<file path="src/rtl/tempo_entrada_if.sv">
// tempo_entrada_if: keypad/button inputs and counter-chain outputs of the
// microwave time-entry stage, grouped as one bundle.
//   master : drives key_valid/key_code/start/stop/door_closed/zero,
//            observes data_*, loadn, en, done, err, state
//   slave  : the tempo_entrada controller side
interface tempo_entrada_if;
  logic       key_valid;
  logic [3:0] key_code;
  logic       start;
  logic       stop;
  logic       door_closed;
  logic       zero;
  logic [3:0] data_mt;
  logic [3:0] data_mu;
  logic [3:0] data_st;
  logic [3:0] data_su;
  logic       loadn;
  logic       en;
  logic       done;
  logic       err;
  logic [2:0] state;

  modport master (
    output key_valid, key_code, start, stop, door_closed, zero,
    input  data_mt, data_mu, data_st, data_su, loadn, en, done, err, state
  );

  modport slave (
    input  key_valid, key_code, start, stop, door_closed, zero,
    output data_mt, data_mu, data_st, data_su, loadn, en, done, err, state
  );
endinterface

</file>
<file path="src/rtl/tempo_entrada.sv">
// tempo_entrada: keypad time entry and cooking control for the microwave
// timer. Digits are shifted in right-to-left into an MM:SS BCD buffer; on a
// valid start the buffer is parallel-loaded into the counter chain (loadn
// low for one cycle) and the chain's count enable is gated until it reports
// zero, with pause on door-open or stop.
//   clk   : system clock, rising edge
//   clear : synchronous active-high reset
//   bus   : tempo_entrada_if.slave (key/start/stop/door/zero in;
//           data_*, loadn, en, done, err, state out; all outputs registered)
//
// state | meaning
// IDLE  | buffer empty, waiting for first digit
// ENTRY | collecting up to four digits
// LOAD  | loadn low for one cycle, digits presented to the chain
// RUN   | en high, chain counting down
// PAUSE | en low, waiting for start (resume) or stop (cancel)
// DONE  | one-cycle done pulse, then back to IDLE
module tempo_entrada (
  input  logic           clk,
  input  logic           clear,
  tempo_entrada_if.slave bus
);

  typedef enum logic [2:0] {
    S_IDLE  = 3'd0,
    S_ENTRY = 3'd1,
    S_LOAD  = 3'd2,
    S_RUN   = 3'd3,
    S_PAUSE = 3'd4,
    S_DONE  = 3'd5
  } state_t;

  state_t     state_q, state_d;
  logic [3:0] mt_q, mu_q, st_q, su_q;
  logic [3:0] mt_d, mu_d, st_d, su_d;
  logic [2:0] ndig_q, ndig_d;
  logic       loadn_q, en_q, done_q, err_q, err_d;

  logic       key_q, key_qq, start_q, start_qq, stop_q, stop_qq;
  logic [3:0] code_q;
  logic       ev_key, ev_start, ev_stop, start_ok;

  // Edge-detect registers preset to 1 so a level already high across
  // reset is not mistaken for a fresh press. The key code travels with the
  // strobe so the digit used is the one present when the press registered.
  always_ff @(posedge clk) begin
    if (clear) begin
      key_q    <= 1'b1;
      key_qq   <= 1'b1;
      start_q  <= 1'b1;
      start_qq <= 1'b1;
      stop_q   <= 1'b1;
      stop_qq  <= 1'b1;
      code_q   <= 4'd0;
    end else begin
      key_q    <= bus.key_valid;
      key_qq   <= key_q;
      start_q  <= bus.start;
      start_qq <= start_q;
      stop_q   <= bus.stop;
      stop_qq  <= stop_q;
      code_q   <= bus.key_code;
    end
  end

  // Priority stop > start > key; losers in the same cycle are dropped.
  assign ev_stop  = stop_q & ~stop_qq;
  assign ev_start = start_q & ~start_qq & ~ev_stop;
  assign ev_key   = key_q & ~key_qq & ~ev_stop & ~ev_start & (code_q <= 4'd9);

  // Second-tens above 5 is not a valid time; an all-zero time is rejected.
  assign start_ok = bus.door_closed & (st_q <= 4'd5) &
                    ({mt_q, mu_q, st_q, su_q} != 16'h0000);

  always_comb begin
    state_d = state_q;
    mt_d    = mt_q;
    mu_d    = mu_q;
    st_d    = st_q;
    su_d    = su_q;
    ndig_d  = ndig_q;
    err_d   = 1'b0;
    case (state_q)
      S_IDLE: begin
        if (ev_key) begin
          su_d    = code_q;
          ndig_d  = 3'd1;
          state_d = S_ENTRY;
        end else if (ev_start) begin
          err_d = 1'b1;
        end
      end
      S_ENTRY: begin
        if (ev_stop) begin
          state_d = S_IDLE;
        end else if (ev_start) begin
          if (start_ok) state_d = S_LOAD;
          else          err_d   = 1'b1;
        end else if (ev_key && ndig_q < 3'd4) begin
          mt_d   = mu_q;
          mu_d   = st_q;
          st_d   = su_q;
          su_d   = code_q;
          ndig_d = ndig_q + 3'd1;
        end
      end
      S_LOAD:  state_d = S_RUN;
      S_RUN: begin
        if (bus.zero)             state_d = S_DONE;
        else if (!bus.door_closed) state_d = S_PAUSE;
        else if (ev_stop)          state_d = S_PAUSE;
      end
      S_PAUSE: begin
        if (ev_stop) begin
          state_d = S_IDLE;
        end else if (ev_start) begin
          if (bus.door_closed) state_d = S_RUN;
          else                 err_d   = 1'b1;
        end
      end
      S_DONE:  state_d = S_IDLE;
      default: state_d = S_IDLE;
    endcase
    // Every way back to IDLE empties the buffer.
    if (state_d == S_IDLE) begin
      mt_d   = 4'd0;
      mu_d   = 4'd0;
      st_d   = 4'd0;
      su_d   = 4'd0;
      ndig_d = 3'd0;
    end
  end

  // Outputs are decoded from the next state so they are registers that line
  // up with the state they describe.
  always_ff @(posedge clk) begin
    if (clear) begin
      state_q <= S_IDLE;
      mt_q    <= 4'd0;
      mu_q    <= 4'd0;
      st_q    <= 4'd0;
      su_q    <= 4'd0;
      ndig_q  <= 3'd0;
      loadn_q <= 1'b1;
      en_q    <= 1'b0;
      done_q  <= 1'b0;
      err_q   <= 1'b0;
    end else begin
      state_q <= state_d;
      mt_q    <= mt_d;
      mu_q    <= mu_d;
      st_q    <= st_d;
      su_q    <= su_d;
      ndig_q  <= ndig_d;
      loadn_q <= (state_d != S_LOAD);
      en_q    <= (state_d == S_RUN);
      done_q  <= (state_d == S_DONE);
      err_q   <= err_d;
    end
  end

  assign bus.data_mt = mt_q;
  assign bus.data_mu = mu_q;
  assign bus.data_st = st_q;
  assign bus.data_su = su_q;
  assign bus.loadn   = loadn_q;
  assign bus.en      = en_q;
  assign bus.done    = done_q;
  assign bus.err     = err_q;
  assign bus.state   = state_q;

endmodule

</file>
<file path="src/flat_wrapper.sv">
// flat-port wrapper written by rule: the top's interface ports become plain ports
module tempo_entrada_flat 
  (clk, clear, bus_key_valid, bus_key_code, bus_start, bus_stop, bus_door_closed, bus_zero, bus_data_mt, bus_data_mu, bus_data_st, bus_data_su, bus_loadn, bus_en, bus_done, bus_err, bus_state);
  tempo_entrada_if bus_i ();
  input  logic clk;
  input  logic clear;
  input wire logic [$bits(bus_i.key_valid)-1:0] bus_key_valid;
  input wire logic [$bits(bus_i.key_code)-1:0] bus_key_code;
  input wire logic [$bits(bus_i.start)-1:0] bus_start;
  input wire logic [$bits(bus_i.stop)-1:0] bus_stop;
  input wire logic [$bits(bus_i.door_closed)-1:0] bus_door_closed;
  input wire logic [$bits(bus_i.zero)-1:0] bus_zero;
  output wire logic [$bits(bus_i.data_mt)-1:0] bus_data_mt;
  output wire logic [$bits(bus_i.data_mu)-1:0] bus_data_mu;
  output wire logic [$bits(bus_i.data_st)-1:0] bus_data_st;
  output wire logic [$bits(bus_i.data_su)-1:0] bus_data_su;
  output wire logic [$bits(bus_i.loadn)-1:0] bus_loadn;
  output wire logic [$bits(bus_i.en)-1:0] bus_en;
  output wire logic [$bits(bus_i.done)-1:0] bus_done;
  output wire logic [$bits(bus_i.err)-1:0] bus_err;
  output wire logic [$bits(bus_i.state)-1:0] bus_state;
  assign bus_i.key_valid = bus_key_valid;
  assign bus_i.key_code = bus_key_code;
  assign bus_i.start = bus_start;
  assign bus_i.stop = bus_stop;
  assign bus_i.door_closed = bus_door_closed;
  assign bus_i.zero = bus_zero;
  assign bus_data_mt = bus_i.data_mt;
  assign bus_data_mu = bus_i.data_mu;
  assign bus_data_st = bus_i.data_st;
  assign bus_data_su = bus_i.data_su;
  assign bus_loadn = bus_i.loadn;
  assign bus_en = bus_i.en;
  assign bus_done = bus_i.done;
  assign bus_err = bus_i.err;
  assign bus_state = bus_i.state;
  tempo_entrada u_core (.clk(clk), .clear(clear), .bus(bus_i));
endmodule
</file>
<file path="config.mk">
export PLATFORM = sky130hd
export DESIGN_NAME = tempo_entrada_flat
export DESIGN_NICKNAME = d
export VERILOG_FILES = /design/src/rtl/tempo_entrada_if.sv /design/src/rtl/tempo_entrada.sv /design/src/flat_wrapper.sv
export SDC_FILE = /design/constraint.sdc
export NUM_CORES = 1
export LEC_CHECK = 0
export CORE_MARGIN = 2
export CORE_UTILIZATION = 45
export DETAILED_ROUTE_END_ITERATION = 8
export PLACE_DENSITY_LB_ADDON = 0.2
export SETUP_SLACK_MARGIN = 0.02
export SLEW_MARGIN = 20
export SYNTH_ARGS = -nofsm -noshare
export SYNTH_HDL_FRONTEND = slang
export SYNTH_SLANG_ARGS = --single-unit
</file>
<file path="constraint.sdc">
create_clock -name clk -period 2.8 [get_ports clk]
set_input_delay 0.28 -clock clk [delete_from_list [all_inputs] [get_ports clk]]
set_output_delay 0.28 -clock clk [all_outputs]
set_load 0.005 [all_outputs]
</file>
==> flow_summary.toml, run 1 <==
[worst_setup_path]
crit_cells = 7
slowest_stage = "nor2b_1"
slowest_delay_ns = 0.43
critPathRequiredTime_ns = 3.03
cp.arrival_ns = 2.58
critPathCaptureType = "register"
cpLargestDelayFamily = "simple AND/OR/NAND/NOR gates"
crit_fanout = 19
r2r_cells = 7
start_kind = "register"
path_cells = "nor2b_1, nor4_1, or3_1, a221o_1, o31ai_4, buf_4, nor3_1"
critPathBufInv = 1
worstSetupPathType = "reg -> reg"

[sta]
period_share = 0.839
fmax_mhz = 426
rsz0062_at_grt = "false"
period_needed_ns = 2.35
skew_ns = 0.0110
maxSlewViolCount = 0
setup_tns_ns = 0
max_slew_margin = 0.678
finalHoldViolCount = 0
max_slew.worst_pin.slew_ns = 0.482
setup_viol = 0

[final_layout]
area.growth.synth_to_final_pct = 27.9
num-nets-final = 198
antennaDiodeCount = 0
drive_above_1_share = 0.0914
post-route-util = 0.608

[power_and_ir_drop]
p_sw_frac = 0.242
power_density_nw_per_um2 = 462
p_comb_frac = 0.093
leakagePower_nw = 0.766
power.clock.fraction = 0.291
switchingPower_mw = 0.209
ir_worst_vdd_uv = 338
seqPwrFrac = 0.616
p_int_mw = 0.655
power_mw = 0.864

[synth]
yosysUniqueCellTypes = 37
netlist.area_leader.share = 0.492
synth.net_count = 164
synth_cells = 152
synth_area_per_cell_um2 = 9.63
yosysWarnings = 0
netlist_area_um2 = 1460
ys_ff_latch = 36
seq_area_frac_synth = 0.492
synth_area_leaders = "dfxtp_1 49%, mux2i_1 11%, nor2_1 5.9%"
synth_top_area_cell = "dfxtp_1"

[floorplan]
core.rowCount = 20
start_util = 0.476
dieArea_um2 = 3730
pin_count = 34
core_um2 = 3080
die_w_um = 61.0
die_y_um = 61.0

[clock_network]
clk_path_buf_depth = 2
post_cts_buffers = 0
cts_resized = 0
clkSinkCount = 36
htree_levels = 2
cts_buffers = 5
cts_tree = "built"
holdBufCountCts = 0
root_buffer = "clkbuf_4"
clk_latency_ns = 0.35
clkTransAtPathRegs_ns = 0.10

[run_status]
status = "completed"

[placement]
port_buffers = 33
dp_hpwl_um = 2110
gp_congestion = 0.880

[grt]
antenna_found_initial = 0
grt_max_degree = 20
grt_pass1_wl_um = 4650
overflow = 0
grt_pass1_vias = 1124
grt_usage = 0.174

[min_path]
hold_path.class = "reg -> reg"
whs_path_depth = 1

[drt]
drt_iter0_markers = 53
vias_per_cell = 5.21
ant_nets = 0
vias = 1198
wire_per_inst_um = 12.4
drc = 0
totalWireLength_um = 2860
first_pass_iters = 4

[job]
maxCapViolations = 0
[placed cells by master, fill, tap and decap left out, drive strengths merged, types with 2 or more instances in the layout]
cell            n
nor2b           6
dfxtp          36
nand2           5
a31oi           3
a21oi           3
nor2           23
mux2i          16
nand4           2
and4            2
o21ai           3
inv             3
or2             6
nand3           2
nand2b          5
buf             2
and2            6
nor4            7
clkdlybuf4s50  33
clkbuf          6
[flip-flops by register name, indices dropped and copies added, names as in the netlist]
register	flops
u_core.bus.data_mt	4
u_core.bus.state	3
u_core.key_qq	1
u_core.bus.err	1
u_core.stop_qq	1
u_core.bus.data_mu	4
u_core.bus.en	1
u_core.bus.data_su	4
u_core.bus.data_st	4
u_core.code_q	4
u_core.start_q	1
u_core.ndig_q	3
u_core.start_qq	1
u_core.bus.done	1
u_core.stop_q	1
u_core.bus.loadn	1
u_core.key_q	1
[per-layer routing]
layer  part of all wire  vias up  global-route usage
met5                  0        -                   0
met1               0.45      552               0.204
met4              0.029        0               0.115
li1                   -      602                   -
met3              0.049       10              0.0567
met2               0.47       34               0.271
[metrics by stage]
stage                     hold WS (ns)  instance area [µm²]  cells  setup slack, ns
after global placement           0.415                 1830    223            0.444
after CTS                        0.454                 1870    230            0.471
after global routing             0.468                 1870    230            0.309
final                            0.453                 1870    230            0.451
after floorplan                  0.352                 1460    152            0.674
after detailed placement         0.429                 1830    223            0.385
[path summary, 6_finish.rpt]
path	startpoint	end	slack, ns
setup / recovery	u_core.stop_q	u_core.ndig_q[2]	0.45
setup reg to reg	u_core.stop_q	u_core.ndig_q[2]	0.45
hold reg to reg	u_core.key_q	u_core.key_qq	0.45
hold / removal	u_core.key_q	u_core.key_qq	0.45
[synthesized netlist by cell type (all sizes together)]
master	n
dfxtp	36
nor2	23
mux2i	16
nor4	7
and2	6
nor2b	6
or2	6
clkbuf	5
nand2	5
nand2b	5
a21oi	3
a31oi	3
buf	3
inv	3
o21ai	3
and4	2
nand3	2
nand4	2
a211oi	1
a221o	1
a22oi	1
a31o	1
and3b	1
ha	1
nor3	1
nor3b	1
o211ai	1
o21a	1
o311ai	1
o31a	1
o31ai	1
o32ai	1
or3	1
or4	1
[layout make-up]
type                            count  area, µm²
Tap cell                           44       55.1
Fill cell                         274       1210
Sequential cell                    36        721
Clock buffer                        6       41.3
Timing Repair Buffer               35        345
Clock inverter                      1       5.00
Multi-Input combinational cell    105        693
Inverter                            3       11.3
[cells by family (layout without fill, tap and decap cells)]
logic type,count (synthesis),in the layout,share of synthesized area
and+or+nand+nor,69,69,0.256
DFF,36,36,0.492
muxes,16,16,0.109
AOI/OAI and AO/OA,19,19,0.0992
buffers and inverters,11,45,0.0342
adders and majority gates,1,1,0.00855
[power groups by stage]
| stage | Sequential, mW | Combinational [mW] | Clock [mW] |
|---|---|---|---|
| 6_report | 0.532 | 0.0808 | 0.251 |
| 5_1_grt | 0.534 | 0.0882 | 0.276 |
| 4_1_cts | 0.532 | 0.0807 | 0.258 |
| 3_5_place_dp | 0.544 | 0.0805 | 0 |
| 3_3_place_gp | 0.544 | 0.0790 | 0 |
| 2_1_floorplan | 0.538 | 0.0575 | 0 |
[worst reg2reg max path, cell delays in order (launching register included)]
cell,delay (ns)
dfxtp_1,0.39
nor2b_1,0.43
nor4_1,0.12
or3_1,0.36
a221o_1,0.37
o31ai_4,0.22
buf_4,0.26
nor3_1,0.09
Note: power is estimated with default switching activity, not from simulation.
==> inputs of run 2 (changes only) <==
- clock period: 2.8 -> 2.4 ns (I/O delays scaled with it)
==> run 2 against run 1 <==
Net effect: die area stayed put; hold slack worse by 0.012 ns; global-route usage is 0.37 points higher; clock skew is 0.0046 ns lower; combinational power is 22% higher; largest power group unchanged; critical path depth stayed put; total power is 17% higher; sequential share of layout area is 0.46 points lower.
==> flow_summary.toml, run 2 (synthesis results as in run 1) <==
[grt]
grt_max_degree = 13
antenna_found_initial = 0
grt_pass1_wl_um = 4830
overflow = 0
grt_usage = 0.177
grt_pass1_vias = 1060

[sta]
rsz0062_at_grt = "false"
max_slew_margin = 0.730
timing.hold.ws_ns = 0.442
maxSlewViolCount = 0
fmax_mhz = 472
max_slew.worst_pin.slew_ns = 0.402
period_needed_ns = 2.12
finalHoldViolCount = 0
setup_tns_ns = 0
setup_viol = 0
skew_ns = 0.00647
period_share = 0.882

[clock_network]
clkSinkCount = 36
htree_levels = 2
clk_path_buf_depth = 2
holdBufCountCts = 0
cts_tree = "built"
clk_latency_ns = 0.34
cts_resized = 0
root_buffer = "clkbuf_4"
clkTransAtPathRegs_ns = 0.10
post_cts_buffers = 0
cts_buffers = 5

[placement]
port_buffers = 33
dp_hpwl_um = 2080
gp_congestion = 0.901

[drt]
wl_met2_um = 1310
first_pass_iters = 5
drc = 0
topRoutingLayerUsed = "met4"
ant_nets = 0
drt_iter0_markers = 62
wire_per_inst_um = 12.2
vias = 1213
totalWireLength_um = 2850
vias_per_cell = 5.21
wl_met1_um = 1320
wl_met3_um = 164

[final_layout]
post-route-util = 0.615
fill_cells = 281
num-nets-final = 201
area.growth.synth_to_final_pct = 29.4
antennaDiodeCount = 0
drive_above_1_share = 0.106
layout_commonest_cell = "dfxtp_1"
final_cell_mix = "36 x dfxtp_1, 33 x clkdlybuf4s50_1, 23 x nor2_1"

[worst_setup_path]
critPathRequiredTime_ns = 2.64
start_kind = "register"
crit_fanout = 10
worstSetupPathType = "reg -> reg"
cp.arrival_ns = 2.36
critPathCaptureType = "register"

[power_and_ir_drop]
p_sw_frac = 0.243
power_density_nw_per_um2 = 536
seqPwrFrac = 0.612
switchingPower_mw = 0.247
power.clock.fraction = 0.291
p_int_mw = 0.769
p_comb_frac = 0.097
ir_worst_vdd_uv = 356
leakagePower_nw = 0.781

[floorplan]
core_um2 = 3080
pin_count = 34
core.rowCount = 20
die_y_um = 61.0
start_util = 0.476
dieArea_um2 = 3730
die_w_um = 61.0

[job]
maxCapViolations = 0

[run_status]
status = "completed"

[min_path]
hold_path.class = "reg -> reg"
## run 2: cell types whose count changed in the layout (fill, tap and decap cells not counted)
cell | before | now
buf_4 | 2 | 5
## run 2: power by group through the flow
stage          sequential [mW]  combinational (mW)  clock (mW)
2_1_floorplan            0.628              0.0670           0
3_3_place_gp             0.634              0.0963           0
3_5_place_dp             0.635              0.0981           0
4_1_cts                  0.621              0.0987       0.305
5_1_grt                  0.624               0.108       0.334
6_report                 0.621              0.0984       0.296
## run 2: layout make-up
class	instances	area (µm²)	share of cell area
well taps	44	55.1	0.0291
clock inverters	1	5.00	0.00264
clock buffers	6	41.3	0.0218
flip-flops and latches	36	721	0.380
inverters	3	11.3	0.00594
repair buffers	38	368	0.194
multi-input cells	105	693	0.366
## run 2: final timing paths
path | from | to | slack, ns | cells after the start
max | u_core.start_qq | u_core.bus.data_st[2] | 0.28 | 7
min | u_core.key_q | u_core.key_qq | 0.44 | 1
max reg2reg | u_core.start_qq | u_core.bus.data_st[2] | 0.28 | 7
min reg2reg | u_core.key_q | u_core.key_qq | 0.44 | 1
## run 2: worst max-delay path, stage by stage, from the launching register on
cell      delay (ns)
dfxtp_1         0.30
nand2b_1        0.21
and4_1          0.25
or3_1           0.32
a221o_1         0.38
o31ai_4         0.28
buf_4           0.22
nor2_1          0.06
## run 2: stage by stage
step / worst slack [ns] / std cells / cell area [µm²] / power [mW]
finish: 0.282 / 233 / 1890 / 1.02
global route: 0.146 / 233 / 1890 / 1.07
CTS: 0.268 / 233 / 1890 / 1.02
detailed placement: 0.0442 / 226 / 1850 / 0.733
global placement: 0.117 / 226 / 1850 / 0.731
floorplan: 0.274 / 152 / 1460 / 0.695
## run 2: metal layers
metal,track usage,vias to the layer above
met4,0.0745,0
li1,-,612
met1,0.230,557
met5,0,-
met3,0.0651,5
met2,0.266,39
